`config.mk`:
```
export PLATFORM = sky130hd
export DESIGN_NAME = fft_mag_quantizer_flat
export DESIGN_NICKNAME = d
export VERILOG_FILES = /design/src/rtl/fft_pkg.sv /design/src/rtl/fft_mag_quantizer_if.sv /design/src/rtl/fft_mag_sq.sv /design/src/rtl/fft_mag_quantizer.sv /design/src/flat_wrapper.sv
export SDC_FILE = /design/constraint.sdc
export NUM_CORES = 1
export LEC_CHECK = 0
export CAP_MARGIN = 10
export CORE_MARGIN = 8
export CORE_UTILIZATION = 33
export DETAILED_ROUTE_END_ITERATION = 10
export PLACE_DENSITY = 0.49
export SLEW_MARGIN = 20
export SYNTH_ARGS = -nofsm -noshare
export SYNTH_HDL_FRONTEND = slang
export SYNTH_SLANG_ARGS = --single-unit
```
`constraint.sdc`:
```
create_clock -name clk -period 26.5 [get_ports clk]
set_input_delay 2.65 -clock clk [delete_from_list [all_inputs] [get_ports clk]]
set_output_delay 2.65 -clock clk [all_outputs]
set_load 0.05 [all_outputs]
```
`src/rtl/fft_pkg.sv`:
```
// Shared constants, FSM state encoding and the magnitude-to-level quantiser
// for the FFT magnitude quantiser stage.
package fft_pkg;

  localparam int W     = 9;
  localparam int N     = 8;
  localparam int MAG_W = 2 * W;
  localparam int IDX_W = $clog2(N);

  localparam logic [MAG_W-1:0] TH1 = 18'd1024;
  localparam logic [MAG_W-1:0] TH2 = 18'd4096;
  localparam logic [MAG_W-1:0] TH3 = 18'd16384;

  localparam logic [IDX_W-1:0] LAST_IDX = IDX_W'(N - 1);

  typedef enum logic [1:0] {
    IDLE = 2'd0,
    CALC = 2'd1,
    DONE = 2'd2
  } state_t;

  // A magnitude equal to a threshold lands in the higher level.
  function automatic logic [1:0] lvl_of(input logic [MAG_W-1:0] mag);
    logic [1:0] lvl;
    if (mag >= TH3) begin
      lvl = 2'd3;
    end else if (mag >= TH2) begin
      lvl = 2'd2;
    end else if (mag >= TH1) begin
      lvl = 2'd1;
    end else begin
      lvl = 2'd0;
    end
    return lvl;
  endfunction

endpackage

```
`src/rtl/fft_mag_quantizer_if.sv`:
```
// Frame-in / result-out handshake bundle of the FFT magnitude quantiser.
interface fft_mag_quantizer_if;
  import fft_pkg::*;

  logic                 in_valid;
  logic                 in_ready;
  logic [N*W-1:0]       bins_re;
  logic [N*W-1:0]       bins_im;
  logic                 out_valid;
  logic                 out_ready;
  logic [2*N-1:0]       levels;
  logic [IDX_W-1:0]     peak_idx;
  logic [MAG_W-1:0]     peak_mag;

  modport master (
    output in_valid, bins_re, bins_im, out_ready,
    input  in_ready, out_valid, levels, peak_idx, peak_mag
  );

  modport slave (
    input  in_valid, bins_re, bins_im, out_ready,
    output in_ready, out_valid, levels, peak_idx, peak_mag
  );

endinterface

```
`src/rtl/fft_mag_sq.sv`:
```
// Combinational squared magnitude re^2 + im^2 of one signed complex bin.
module fft_mag_sq
  import fft_pkg::*;
(
  input  logic signed [W-1:0]     re,
  input  logic signed [W-1:0]     im,
  output logic        [MAG_W-1:0] mag
);

  logic signed [MAG_W-1:0] re_ext;
  logic signed [MAG_W-1:0] im_ext;
  logic signed [MAG_W-1:0] re_sq;
  logic signed [MAG_W-1:0] im_sq;

  // Each square is at most 2^16, so the sum never exceeds 2^17 and fits MAG_W.
  assign re_ext = MAG_W'(re);
  assign im_ext = MAG_W'(im);
  assign re_sq  = re_ext * re_ext;
  assign im_sq  = im_ext * im_ext;
  assign mag    = $unsigned(re_sq) + $unsigned(im_sq);

endmodule

```
`src/rtl/fft_mag_quantizer.sv`:
```
// Captures one frame of N complex bins, quantises |X[k]|^2 one bin per cycle
// through a shared squarer and tracks the peak bin.
module fft_mag_quantizer
  import fft_pkg::*;
(
  input  logic                 clk,
  input  logic                 rst,
  fft_mag_quantizer_if.slave   bus
);

  state_t                  state;
  state_t                  state_next;
  logic [IDX_W-1:0]        idx;
  logic signed [W-1:0]     frame_re [N];
  logic signed [W-1:0]     frame_im [N];
  logic [2*N-1:0]          levels;
  logic [IDX_W-1:0]        peak_idx;
  logic [MAG_W-1:0]        peak_mag;
  logic                    in_ready;
  logic                    out_valid;
  logic [MAG_W-1:0]        mag;

  fft_mag_sq u_sq (
    .re  (frame_re[idx]),
    .im  (frame_im[idx]),
    .mag (mag)
  );

  // Next-state selection for the IDLE -> CALC -> DONE frame sequence.
  always_comb begin
    state_next = state;
    case (state)
      IDLE: begin
        if (bus.in_valid) begin
          state_next = CALC;
        end else begin
          state_next = IDLE;
        end
      end
      CALC: begin
        if (idx == LAST_IDX) begin
          state_next = DONE;
        end else begin
          state_next = CALC;
        end
      end
      DONE: begin
        if (bus.out_ready) begin
          state_next = IDLE;
        end else begin
          state_next = DONE;
        end
      end
      default: state_next = IDLE;
    endcase
  end

  // State register with handshake flags registered from the next state.
  always_ff @(posedge clk) begin
    if (rst) begin
      state     <= IDLE;
      in_ready  <= 1'b1;
      out_valid <= 1'b0;
    end else begin
      state     <= state_next;
      in_ready  <= (state_next == IDLE);
      out_valid <= (state_next == DONE);
    end
  end

  // Frame capture, per-bin level write-back and peak tracking.
  always_ff @(posedge clk) begin
    if (rst) begin
      idx      <= '0;
      levels   <= '0;
      peak_idx <= '0;
      peak_mag <= '0;
      for (int k = 0; k < N; k++) begin
        frame_re[k] <= '0;
        frame_im[k] <= '0;
      end
    end else begin
      case (state)
        IDLE: begin
          if (bus.in_valid) begin
            for (int k = 0; k < N; k++) begin
              frame_re[k] <= bus.bins_re[k*W +: W];
              frame_im[k] <= bus.bins_im[k*W +: W];
            end
            idx      <= '0;
            peak_idx <= '0;
            peak_mag <= '0;
          end
        end
        CALC: begin
          levels[{idx, 1'b0} +: 2] <= lvl_of(mag);
          // Strict compare keeps the lower index on ties.
          if (mag > peak_mag) begin
            peak_mag <= mag;
            peak_idx <= idx;
          end
          idx <= idx + IDX_W'(1);
        end
        DONE: begin
          idx <= idx;
        end
        default: begin
          idx <= '0;
        end
      endcase
    end
  end

  assign bus.in_ready  = in_ready;
  assign bus.out_valid = out_valid;
  assign bus.levels    = levels;
  assign bus.peak_idx  = peak_idx;
  assign bus.peak_mag  = peak_mag;

endmodule

```
`src/flat_wrapper.sv`:
```
// flat-port wrapper written by rule: the top's interface ports become plain ports
module fft_mag_quantizer_flat import fft_pkg::*;
  (clk, rst, bus_in_valid, bus_bins_re, bus_bins_im, bus_out_ready, bus_in_ready, bus_out_valid, bus_levels, bus_peak_idx, bus_peak_mag);
  fft_mag_quantizer_if bus_i ();
  input  logic clk;
  input  logic rst;
  input wire logic [$bits(bus_i.in_valid)-1:0] bus_in_valid;
  input wire logic [$bits(bus_i.bins_re)-1:0] bus_bins_re;
  input wire logic [$bits(bus_i.bins_im)-1:0] bus_bins_im;
  input wire logic [$bits(bus_i.out_ready)-1:0] bus_out_ready;
  output wire logic [$bits(bus_i.in_ready)-1:0] bus_in_ready;
  output wire logic [$bits(bus_i.out_valid)-1:0] bus_out_valid;
  output wire logic [$bits(bus_i.levels)-1:0] bus_levels;
  output wire logic [$bits(bus_i.peak_idx)-1:0] bus_peak_idx;
  output wire logic [$bits(bus_i.peak_mag)-1:0] bus_peak_mag;
  assign bus_i.in_valid = bus_in_valid;
  assign bus_i.bins_re = bus_bins_re;
  assign bus_i.bins_im = bus_bins_im;
  assign bus_i.out_ready = bus_out_ready;
  assign bus_in_ready = bus_i.in_ready;
  assign bus_out_valid = bus_i.out_valid;
  assign bus_levels = bus_i.levels;
  assign bus_peak_idx = bus_i.peak_idx;
  assign bus_peak_mag = bus_i.peak_mag;
  fft_mag_quantizer u_core (.clk(clk), .rst(rst), .bus(bus_i));
endmodule
```
==> impl_metrics.json <==
{
  "io_buffers": 186,
  "grt_pass1_vias": 9929,
  "required_ps": 26780,
  "synth_edf_count": 144,
  "tns_ps": 0,
  "worst_setup_path_end_kind": "flip-flop",
  "cap_violations": 0,
  "min_path_cells": 2,
  "setup_violations": 0,
  "fillers": 4200,
  "core_area_um2": 42800,
  "multi_input_area_um2": 7950,
  "htreeDepth": 4,
  "rrSetupSlack_ps": 16690,
  "synthCells": 1226,
  "ctsHoldBuffers": 0,
  "start_kind": "flip-flop",
  "hold_class": "flip-flop to flip-flop",
  "period_minus_slack_ps": 9810,
  "reg2reg_depth": 28,
  "syn-num-nets": 1610,
  "grt_max_degree": 109,
  "rows": 76,
  "rr_endpoint": "u_core.bus.peak_mag[3]",
  "slowest_stage": "mux2i_1",
  "path_depth": 28,
  "cts-root-buf": "clkbuf_16",
  "finClkSkew_ps": 14.5,
  "grt_pass1_wl_um": 55000,
  "synthFlopType": "edfxtp_1",
  "num-nets-final": 1785,
  "drt_wl_total_um": 34500,
  "path_buf_inv": 5,
  "synth_seq_cells": 191,
  "yosysWarnings": 0,
  "numCtsBuffers": 17,
  "wire_per_inst_um": 17.6,
  "postCtsSetupBuffers": 0,
  "yosysUniqueCellTypes": 56,
  "detailed_place_hpwl_um": 27800,
  "synth_seq_area_share_pct": 37.1,
  "max_slew.worst_pin.slew_ps": 1110,
  "cp.arrival_ps": 10080,
  "clock-sinks": 191,
  "via_per_inst": 4.70,
  "antenna_found_initial": 0,
  "slew_viol_final": 0,
  "critical_path.most_common_cell": "fa_1",
  "final_cell_mix": "inv_1 (213), clkdlybuf4s50_1 (185), edfxtp_1 (144)",
  "die_y_um": 223,
  "outcome": "finished, final reports clean",
  "max_freq_ghz": 0.102,
  "cts_tree": "yes",
  "finalHoldViolCount": 0,
  "synth_async_sr_flop_share_pct": 0,
  "relSlewSlack_pct": 23.6,
  "vias": 9223,
  "die_area_um2": 49900,
  "drive_gt1_share_pct": 7.36,
  "cts_resized": 0,
  "pin_count": 187,
  "overflow": 0,
  "die_w_um": 223,
  "cts_buffer_depth": 2,
  "hold_start": "u_core.bus.levels[12]",
  "regArea_um2": 5270,
  "finalCritPeriodShare_pct": 37.0,
  "antenna_left": 0,
  "avgSynthCellArea_um2": 11.6,
  "start_util_pct": 33.1,
  "crit_fanout": 34,
  "syn_area_um2": 14200,
  "slowest_delay_ps": 830,
  "synthToLayoutAreaGrowth_pct": 21.7,
  "whs_endpoint": "u_core.bus.levels[12]",
  "rsz0062_at_grt": "no",
  "path_delay_family": "adder cells",
  "drtPass1Iterations": 5,
  "critPathKind": "flip-flop to flip-flop",
  "dr.first_iter.drc_count": 319,
  "clock_latency_ps": 450,
  "clk_pin_slew_ps": 70,
  "grtUsageTotal_pct": 14.1,
  "gp_congestion": 0.808,
  "drc_errors": 0,
  "final_common_cell": "inv_1"
}
-- worst register-to-register path, delay by kind of cell (launching register included) --
family                     cells  cell delay, ps
buffers and inverters          5            1310
muxes                          2            1450
AOI/OAI and AO/OA              9            1950
adders and majority gates      9            4070
DFF                            1             310
and+or+nand+nor                3             550
-- registers in the layout, summed over array words and instances, names as in the netlist, 2 cells and up, named ones only --
name	flops
u_core.frame_re	72
u_core.state	2
u_core.frame_im	72
u_core.bus.peak_mag	18
u_core.bus.levels	16
u_core.bus.peak_idx	3
u_core.idx	3
-- worst max-delay path by stage --
stage	from	endpoint
after floorplan	flip-flop	u_core.bus.peak_mag[10]
after global placement	flip-flop	u_core.bus.peak_mag[10]
after detailed placement	flip-flop	u_core.bus.peak_mag[4]
after CTS	flip-flop	u_core.bus.peak_mag[3]
after global routing	flip-flop	u_core.bus.peak_mag[1]
final	flip-flop	u_core.bus.peak_mag[3]
-- cell type report --
| type | instances | share of cell area (%) |
|---|---|---|
| inverter | 215 | 4.68 |
| clock buffer | 18 | 2.49 |
| timing repair buffer | 198 | 11.3 |
| clock inverter | 14 | 0.950 |
| multi-input combinational | 778 | 46.1 |
| tap | 546 | 3.96 |
| antenna | 1 | 0.0145 |
| sequential | 191 | 30.5 |
-- routing by layer --
layer	wire, um	vias to the layer above	track usage [%]
met1	15200	4639	17.8
met4	520	0	3.76
met2	17200	156	24.1
met5	0	-	0
li1	-	4401	-
met3	1590	27	3.22
-- cells in the mapped netlist (3+ instances only) --
cell type  instances  area (um2)
xnor2_1           22         193
nor2b_1           42         263
a31oi_1            7        43.8
a211oi_1          10        75.1
and2_1           113         707
clkbuf_1          36         135
mux2i_1           11         110
nand2b_1           9        56.3
nor3_1            10        50.1
nand4_1            4        25.0
mux4_2            36         811
dfxtp_1           47         941
a21oi_1           38         190
nor2_1            87         327
xor2_1             9        78.8
nand3_1            4        20.0
fa_1             143        2860
inv_1            213         800
o21ai_0            7        35.0
o21a_1             3        22.5
nand2_1           47         176
buf_2              4        20.0
o21bai_1           7        52.6
a21o_1             7        52.6
ha_1              93        1160
or2_2              5        31.3
edfxtp_1         144        4320
a311oi_1           4        35.0
o211ai_1          23         173
mux2_2             7        78.8
-- metrics by stage --
step,worst slack (ps),hold WS (ps),area [um2],cells,utilization (%)
3_3_place_gp,16730,492,16700,1928,38.9
4_1_cts,16620,510,17200,1960,40.3
2_1_floorplan,17570,481,14200,1226,-
3_5_place_dp,16670,499,16700,1928,38.9
5_1_grt,15990,531,17200,1960,40.3
6_report,16690,505,17300,1961,40.3
-- logic make-up after synthesis --
group	synth area share (%)
DFF	37.1
buffers and inverters	6.94
muxes	7.21
adders and majority gates	28.4
xor gates and xnor gates	2.19
AOI/OAI and AO/OA	6.00
and+or+nand+nor	12.1
Power is not shown: default switching activity piles up to over one toggle a cycle in this logic, so the estimate is an artifact.
